### config.mk
export PLATFORM = sky130hd
export DESIGN_NAME = bf_code_loader_flat
export DESIGN_NICKNAME = d
export VERILOG_FILES = /design/src/rtl/bf_code_loader_if.sv /design/src/rtl/bf_code_loader.sv /design/src/flat_wrapper.sv
export SDC_FILE = /design/constraint.sdc
export NUM_CORES = 1
export LEC_CHECK = 0
export ABC_AREA = 1
export CORE_MARGIN = 2
export CORE_UTILIZATION = 54
export DETAILED_ROUTE_END_ITERATION = 16
export GPL_TIMING_DRIVEN = 0
export PLACE_DENSITY = 0.8
export SYNTH_ARGS = -nofsm -noshare
export SYNTH_HDL_FRONTEND = slang
export SYNTH_SLANG_ARGS = --single-unit
### constraint.sdc
create_clock -name clk -period 3.6 [get_ports clk]
set_clock_uncertainty 0.1 [all_clocks]
set_input_delay 0.36 -clock clk [delete_from_list [all_inputs] [get_ports clk]]
set_output_delay 0.36 -clock clk [all_outputs]
set_load 0.02 [all_outputs]
### src/rtl/bf_code_loader_if.sv
// Loader-side bus: byte stream in, code RAM write port and core control out.
interface bf_code_loader_if #(
  parameter int addrSize_code = 9
);
  logic                     rx_valid;
  logic [7:0]               rx_data;
  logic                     core_done;
  logic [addrSize_code-1:0] code_addr;
  logic [7:0]               code_wdata;
  logic                     code_we;
  logic                     code_sel;
  logic                     core_reset;
  logic                     loading;
  logic                     error;
  logic [addrSize_code-1:0] prog_len;

  modport master (
    input  rx_valid, rx_data, core_done,
    output code_addr, code_wdata, code_we, code_sel, core_reset,
           loading, error, prog_len
  );

  modport slave (
    output rx_valid, rx_data, core_done,
    input  code_addr, code_wdata, code_we, code_sel, core_reset,
           loading, error, prog_len
  );
endinterface

### src/rtl/bf_code_loader.sv
// Streams a Brainfuck program from a byte source into code RAM, stripping comments and
// checking bracket balance, then releases the core and waits for it to finish.
module bf_code_loader #(
  parameter int addrSize_code = 9
) (
  input logic               clk,
  input logic               reset,
  bf_code_loader_if.master  bus
);

  typedef enum logic [2:0] {
    S_LOAD  = 3'd0,
    S_START = 3'd1,
    S_RUN   = 3'd2,
    S_DONE  = 3'd3,
    S_ERROR = 3'd4
  } state_t;

  localparam logic [addrSize_code-1:0] PTR_MAX = '1;
  localparam logic [7:0] CH_ABORT = 8'h1B;
  localparam logic [7:0] CH_OPEN  = 8'h5B;
  localparam logic [7:0] CH_CLOSE = 8'h5D;

  state_t                   state, state_nxt;
  logic [addrSize_code-1:0] wr_ptr, ptr_nxt;
  logic [addrSize_code-1:0] depth, depth_nxt;
  logic [addrSize_code-1:0] addr_q, addr_nxt;
  logic [7:0]               wdata_q, wdata_nxt;
  logic                     we_q, we_nxt;
  logic                     core_reset_q, core_reset_nxt;
  logic                     code_sel_q, loading_q, error_q;

  logic                     take;
  logic [addrSize_code-1:0] base_ptr, base_depth;
  logic                     is_prog, is_term, is_abort;

  always_comb begin
    is_prog = 1'b0;
    case (bus.rx_data)
      8'h2B, 8'h2D, 8'h3C, 8'h3E, 8'h5B, 8'h5D, 8'h2E, 8'h2C: is_prog = 1'b1;
      default: is_prog = 1'b0;
    endcase
  end

  assign is_term  = (bus.rx_data == 8'h00) || (bus.rx_data == 8'h04);
  assign is_abort = (bus.rx_data == CH_ABORT);

  always_ff @(posedge clk) begin
    if (!reset) begin
      state        <= S_LOAD;
      wr_ptr       <= '0;
      depth        <= '0;
      addr_q       <= '0;
      wdata_q      <= '0;
      we_q         <= 1'b0;
      core_reset_q <= 1'b0;
      code_sel_q   <= 1'b1;
      loading_q    <= 1'b1;
      error_q      <= 1'b0;
    end else begin
      state        <= state_nxt;
      wr_ptr       <= ptr_nxt;
      depth        <= depth_nxt;
      addr_q       <= addr_nxt;
      wdata_q      <= wdata_nxt;
      we_q         <= we_nxt;
      core_reset_q <= core_reset_nxt;
      code_sel_q   <= !core_reset_nxt;
      loading_q    <= (state_nxt == S_LOAD);
      error_q      <= (state_nxt == S_ERROR);
    end
  end

  always_comb begin
    state_nxt  = state;
    ptr_nxt    = wr_ptr;
    depth_nxt  = depth;
    addr_nxt   = addr_q;
    wdata_nxt  = wdata_q;
    we_nxt     = 1'b0;
    take       = 1'b0;
    base_ptr   = wr_ptr;
    base_depth = depth;

    case (state)
      S_LOAD:  take = bus.rx_valid;
      S_START: state_nxt = S_RUN;
      S_RUN:   if (bus.core_done) state_nxt = S_DONE;
      S_DONE: begin
        // A new byte starts a fresh load and is itself the first byte of it.
        if (bus.rx_valid) begin
          take       = 1'b1;
          base_ptr   = '0;
          base_depth = '0;
          ptr_nxt    = '0;
          depth_nxt  = '0;
          state_nxt  = S_LOAD;
        end
      end
      S_ERROR: begin
        if (bus.rx_valid && is_abort) begin
          ptr_nxt   = '0;
          depth_nxt = '0;
          state_nxt = S_LOAD;
        end
      end
      default: state_nxt = S_LOAD;
    endcase

    if (take) begin
      if (is_abort) begin
        ptr_nxt   = '0;
        depth_nxt = '0;
        state_nxt = S_LOAD;
      end else if (is_term) begin
        if (base_depth != '0) begin
          state_nxt = S_ERROR;
        end else begin
          we_nxt    = 1'b1;
          addr_nxt  = base_ptr;
          wdata_nxt = 8'h00;
          state_nxt = S_START;
        end
      end else if (is_prog) begin
        // The final RAM slot is kept for the null terminator.
        if ((base_ptr == PTR_MAX) || ((bus.rx_data == CH_CLOSE) && (base_depth == '0))) begin
          state_nxt = S_ERROR;
        end else begin
          we_nxt    = 1'b1;
          addr_nxt  = base_ptr;
          wdata_nxt = bus.rx_data;
          ptr_nxt   = base_ptr + 1'b1;
          if (bus.rx_data == CH_OPEN) begin
            depth_nxt = base_depth + 1'b1;
          end else if (bus.rx_data == CH_CLOSE) begin
            depth_nxt = base_depth - 1'b1;
          end
        end
      end
    end

    // Rises only after a full cycle in RUN so the core sees a settled program; drops immediately.
    core_reset_nxt = ((state == S_RUN) || (state == S_DONE)) &&
                     ((state_nxt == S_RUN) || (state_nxt == S_DONE));
  end

  assign bus.code_addr  = addr_q;
  assign bus.code_wdata = wdata_q;
  assign bus.code_we    = we_q;
  assign bus.code_sel   = code_sel_q;
  assign bus.core_reset = core_reset_q;
  assign bus.loading    = loading_q;
  assign bus.error      = error_q;
  assign bus.prog_len   = wr_ptr;

endmodule
### src/flat_wrapper.sv
// flat-port wrapper written by rule: the top's interface ports become plain ports
module bf_code_loader_flat 
#(
  parameter int addrSize_code = 9
)
  (clk, reset, bus_rx_valid, bus_rx_data, bus_core_done, bus_code_addr, bus_code_wdata, bus_code_we, bus_code_sel, bus_core_reset, bus_loading, bus_error, bus_prog_len);
  bf_code_loader_if #(.addrSize_code(addrSize_code)) bus_i ();
  input logic clk;
  input logic reset;
  input wire logic [$bits(bus_i.rx_valid)-1:0] bus_rx_valid;
  input wire logic [$bits(bus_i.rx_data)-1:0] bus_rx_data;
  input wire logic [$bits(bus_i.core_done)-1:0] bus_core_done;
  output wire logic [$bits(bus_i.code_addr)-1:0] bus_code_addr;
  output wire logic [$bits(bus_i.code_wdata)-1:0] bus_code_wdata;
  output wire logic [$bits(bus_i.code_we)-1:0] bus_code_we;
  output wire logic [$bits(bus_i.code_sel)-1:0] bus_code_sel;
  output wire logic [$bits(bus_i.core_reset)-1:0] bus_core_reset;
  output wire logic [$bits(bus_i.loading)-1:0] bus_loading;
  output wire logic [$bits(bus_i.error)-1:0] bus_error;
  output wire logic [$bits(bus_i.prog_len)-1:0] bus_prog_len;
  assign bus_i.rx_valid = bus_rx_valid;
  assign bus_i.rx_data = bus_rx_data;
  assign bus_i.core_done = bus_core_done;
  assign bus_code_addr = bus_i.code_addr;
  assign bus_code_wdata = bus_i.code_wdata;
  assign bus_code_we = bus_i.code_we;
  assign bus_code_sel = bus_i.code_sel;
  assign bus_core_reset = bus_i.core_reset;
  assign bus_loading = bus_i.loading;
  assign bus_error = bus_i.error;
  assign bus_prog_len = bus_i.prog_len;
  bf_code_loader #(.addrSize_code(addrSize_code)) u_core (.clk(clk), .reset(reset), .bus(bus_i));
endmodule
Yosys cells after proc, flatten, opt, wreduce, memory -nomap -nowiden
Index checks and enable logic that the tools add are counted.
{"block": "totals", "in_bits": 12, "wordCells": 98, "out_inout_bits": 31, "reg_bits": 43}
{"block": "classes", "add_sub_neg": 3, "bitwise": 3, "reduce_logical": 17, "mux": 45, "n_eq_ne": 20}
{"operator": "9-bit 2-to-1 mux", "count": 22}
{"operator": "8-bit by 6-bit == test with 1-bit output, second input constant", "count": 6}
{"operator": "9-bit one-hot mux with 2 select lines", "count": 2}
{"operator": "8-bit 2-to-1 mux", "count": 4}
{"operator": "3-bit 2-to-1 mux", "count": 9}
{"operator": "9-bit by 1-bit adder with 9-bit output, second input constant", "count": 2}
{"operator": "8-bit by 7-bit == test with 1-bit output, second input constant", "count": 2}
{"operator": "3-bit one-hot mux with 5 select lines", "count": 1}
{"operator": "3-bit by 2-bit == test with 1-bit output, second input constant", "count": 4}
{"operator": "9-bit == test, second input constant", "count": 1}
{"operator": "9-bit zero test", "count": 1}
{"operator": "9-bit nonzero test", "count": 1}
{"operator": "9-bit by 1-bit subtractor with 9-bit output, second input constant", "count": 1}
{"operator": "8-bit by 3-bit == test with 1-bit output, second input constant", "count": 1}
{"operator": "8-bit by 5-bit == test with 1-bit output, second input constant", "count": 1}
{"operator": "8-bit zero test", "count": 1}
{"operator": "8-bit OR reduction", "count": 1}
{"operator": "3-bit == test, second input constant", "count": 2}
{"operator": "3-bit zero test", "count": 2}
{"operator": "1-bit 2-to-1 mux", "count": 6}
{"operator": "5-bit AND reduction", "count": 1}
{"operator": "1-bit logical OR", "count": 4}
{"operator": "3-bit by 1-bit == test with 1-bit output, second input constant", "count": 1}
{"operator": "1-bit logical AND", "count": 3}
{"operator": "7 further kinds", "count": 9}

Longest topological paths before layout
{"block": "depth", "word_depth": 14, "mapped_depth": 20, "mapped_depth_nobuf": 19}

Least setup slack after synthesis
No wires, ideal clock.
{"block": "synth_path", "path_type": "input-to-reg", "from": "input port bus_rx_valid", "to": "register u_core.addr_q[1], in the netlist u_core.bus.code_addr[1]", "setup_time_ps": 113, "n_path_buf": 2, "cell_stages": 20, "required_ps": 3387, "arrival_time_ps": 2349, "setup_slack_ps": 1038, "cell_sequence": "inv_1 -> nor2_2 -> nand2_2 -> buf_6 -> inv_1 -> nor2_1 -> ha_1 -> nand3_1 -> nor2_1 -> nand3_1 -> nor2_1 -> ha_1 -> inv_1 -> nand3_4 -> nand2_4 -> nand2_4 -> inv_2 -> buf_6 -> nor2_2 -> nor2_1"}
{"block": "synth_between", "word_cells_on_any_way": 18, "classes_between": "3 x eq/ne; 10 x mux; 5 x reduce/logical"}
{"element": "start: declaration", "line_no": "flat_wrapper.sv:10", "text": "input wire logic [$bits(bus_i.rx_valid)-1:0] bus_rx_valid;"}
{"element": "9-bit 2-to-1 mux", "line_no": "bf_code_loader.sv:91", "text": "if (bus.rx_valid) begin"}
{"element": "9-bit 2-to-1 mux", "line_no": "bf_code_loader.sv:85", "text": "case (state)"}
{"element": "via u_core.base_ptr[0]", "line_no": "bf_code_loader.sv:34", "text": "logic [addrSize_code-1:0] base_ptr, base_depth;"}
{"element": "9-bit == test", "line_no": "bf_code_loader.sv:126", "text": "if ((base_ptr == PTR_MAX) || ((bus.rx_data == CH_CLOSE) && (base_depth == '0))) begin"}
{"element": "1-bit logical OR", "line_no": "bf_code_loader.sv:126"}
{"element": "2-bit by 1-bit != test with 1-bit output (no source line)"}
{"element": "5-bit AND reduction (no source line)"}
{"element": "end signal: assignment", "line_no": "bf_code_loader.sv:64", "text": "addr_q <= addr_nxt;"}
{"element": "end: declaration", "line_no": "bf_code_loader.sv:27", "text": "logic [addrSize_code-1:0] addr_q, addr_nxt;"}
The timed path passes the listed nets, and every way through them passes these cells. The select of a mux whose other input is x is not followed.
A chain may end at the register's enable or synchronous reset.

Final worst setup path
{"block": "layout_path", "from": "input port bus_rx_valid", "to": "register u_core.addr_q[6], in the netlist u_core.bus.code_addr[6]"}
Same word-level chain as after synthesis.

==> run metrics <==
vias per cell between 5 and 6; Mapped Area 0.002664 mm2; initial drt markers 178; PwrDens roughly 300 mW/mm2; Final setup violation count 0; Synth Net Count ~430; Top Ports 43; Core Util, Final between 60 and 70%; sequential share of the synthesized area around 32%; Hold Crit Class reg2reg; fillers 442; Compound-Gate Fraction of Synth Area 12.31%; sequential share of power 47.7%; maximum capacitance violations 0; Max FO, Critical Path 10; Pre-Repair DR Iteration Count 6; site row count 25; Die H 74.24 um; vias in the first global route 2528; largest net degree at the start of global routing 14; antenna diode count 0; Routed Antenna Nets 0; Final HPWL DP about 5.2 mm; clock network power share 43.9%; min Tclk post-route 3300 ps; area of the multi-input gates 0.001544 mm2; total CTS buffers 5; final worst slack 299.7 ps; period utilisation layout 91.68%; P_int 791.1 uW; Synth Register Bits 43; Data required, critical path 3740 ps; GP Congestion 0.9681; CP cell instances clkdlybuf4s50_1 -> inv_1 -> nor2_2 -> nand2_2 -> buf_6 -> inv_1 -> nor2_1 -> ha_1 -> nand3_1 -> nor2_1 -> nand3_1 -> nor2_1 -> ha_1 -> inv_1 -> nand3_4 -> nand2_4 -> nand2_4 -> inv_2 -> buf_6 -> nor2_2 -> nor2_1; Area Overhead vs Synth 23.72%; worst endpoint data arrival time 3440 ps; Comb power frac 8.5%; Worst setup SP type input port; Gate Count Post-Synth 415; Slew @ Worst Pin between 500 and 600 ps; count of input and output buffers just over 40; pins over their slew limit 0; Vias between 2000 and 3000; Fin Hold WS ~350 ps; largest family of logic cells by synthesized area simple AND/OR/NAND/NOR gates; most frequent CP cell nor2_1; Tot GR Track Use between 20% and 30%; Synth Area in Simple Gates 42.27%; register area 860.8 um2; Psw 223.8 uW; peak supply drop 0.1903 mV; TritonCTS clock tree yes; H-tree lvl count 2; CTS Root Cell clkbuf_8; CP peak stage delay approximately 520 ps; grt ovf 0; Crit. End Element flop; Worst-path clk slew 80 ps; Worst slew margin 60.55%; Die Area 0.005511 mm2; Initial Util around 56%; DRC viols 0; first-pass GRT wire length 11.38 mm; Leakage 0.001449 uW; synth warn 0; slowest CP cell clkdlybuf4s50_1; f_max 0.3030 GHz; layout cells sized above 1 roughly a tenth; Synth Area in Adders ~1.9%; CP Class in2reg; Yosys cell types 30; unrepaired setup endpoints after global routing no; Horiz. Die Dim approximately 74 um; multiplexer share of the synthesized area 0%; pre-CTS WS -29.69 ps; routed length per placed instance 13.17 um; final hold vios 0; outcome completed; family with the most delay on the worst path buffers and inverters; Clock Latency Late Sink around 300 ps; initial antenna violation count 0; number of buffers and inverters on the critical path 7; xor/xnor cell area share of the yosys netlist 1.315%; Final Total Pwr roughly 1000 uW; CTS Buffer Depth 2; Avg Cell Area, Syn about 6.4 um2; core footprint 0.004755 mm2; Switching Share 22.05%; Final nets 479; Routed Wire Length 6.992 mm; clk sink count 43
## state kept, by name, summed over array words and instances, names as in the netlist
signal	flops
u_core.bus.code_sel	1
u_core.bus.prog_len	9
u_core.bus.error	1
u_core.bus.loading	1
u_core.bus.code_we	1
u_core.bus.code_addr	9
u_core.bus.core_reset	1
u_core.bus.code_wdata	8
u_core.state	3
u_core.depth	9
## worst min-delay path, cell delays in order, from the launching register on
cell	delay [ps]
dfxtp_1	320
nand2_1	60
nor2_1	30
## per-layer routing
metal  wire, um  vias to the layer above  GRT usage [%]
li1           -                     1445              -
met4         87                        0          8.929
met5          0                        -              0
met2       3299                      118          43.75
met3        613                        9          4.878
met1       2992                     1264          35.20
## cells in the mapped netlist
library cell | instances | area share (%)
a21oi_1 | 27 | 5.1
a21oi_2 | 1 | 0.33
a31oi_1 | 2 | 0.47
buf_1 | 1 | 0.14
buf_2 | 4 | 0.75
buf_6 | 3 | 1.3
clkbuf_1 | 5 | 0.70
dfxtp_1 | 43 | 32
ha_1 | 4 | 1.9
inv_1 | 46 | 6.5
inv_2 | 4 | 0.56
nand2_1 | 112 | 16
nand2_2 | 3 | 0.70
nand2_4 | 3 | 1.3
nand3_1 | 48 | 9.0
nand3_2 | 1 | 0.38
nand3_4 | 2 | 1.3
nand3b_1 | 1 | 0.28
nand4_1 | 13 | 3.1
nor2_1 | 40 | 5.6
nor2_2 | 13 | 3.1
nor2_8 | 1 | 0.75
nor3_1 | 3 | 0.56
nor4_2 | 1 | 0.47
o21ai_0 | 19 | 3.6
o21ai_1 | 7 | 1.3
o21ai_2 | 2 | 0.66
o21ai_4 | 1 | 0.61
o31ai_1 | 1 | 0.28
xor2_1 | 4 | 1.3
## layout make-up
type	count	share of cell area (%)
Multi-Input combinational cell	309	46.85
Timing Repair Buffer	41	12.45
Tap cell	67	2.544
Buffer	13	2.316
Sequential cell	43	26.12
Clock inverter	2	1.822
Clock buffer	6	2.202
Inverter	50	5.695
## timing repair
action	CTS	global route
endpoints found under the setup margin	0	1
setup buffers	0	0
gates resized for setup	0	1
hold buffers	0	0
## power by group through the flow
stage / sequential (uW) / combinational (uW) / clock, uW
after global routing: 485 / 94.9 / 469
final: 484 / 85.9 / 445
after floorplan: 500 / 44.4 / 0
after global placement: 495 / 83.4 / 0
after detailed placement: 495 / 84.1 / 0
after CTS: 484 / 85.0 / 450
## worst paths after layout
| check | slack [ps] | end | cells past startpoint | startpoint |
|---|---|---|---|---|
| worst max-delay path | 300 | u_core.bus.code_addr[6]$_SDFFE_PN0P_ | 21 | bus_rx_valid |
| worst min-delay path | 350 | u_core.bus.code_wdata[7]$_SDFFE_PN0P_ | 2 | u_core.bus.code_wdata[7]$_SDFFE_PN0P_ |
| worst max register to register | 480 | u_core.bus.code_wdata[5]$_SDFFE_PN0P_ | 20 | u_core.state[0]$_SDFF_PN0_ |
| worst min register to register | 350 | u_core.bus.code_wdata[7]$_SDFFE_PN0P_ | 2 | u_core.bus.code_wdata[7]$_SDFFE_PN0P_ |
## per-stage QoR
stage	cells	setup TNS (ps)	area (um2)
final	531	0	3296
after CTS	531	0	3291
after global placement	523	0	3158
after floorplan	415	0	2664
after detailed placement	523	-68.80	3158
after global routing	531	0	3296
## kinds of logic after synthesis
family | Yosys count
xor+xnor | 4
buf+inv | 63
compound gates | 60
simple gates | 241
fa+ha+maj | 4
flops | 43
## cells in the final DEF, fill, tap and decap left out, drive strengths merged, types with 11 or more instances in the layout
cell type | Yosys | final
clkbuf | 5 | 11
nor2 | 54 | 54
clkdlybuf4s50 | 0 | 41
nand3 | 51 | 51
a21oi | 28 | 28
o21ai | 29 | 29
inv | 50 | 50
nand4 | 13 | 13
nand2 | 118 | 118
dfxtp | 43 | 43
Power figures use the tool's default switching activity.
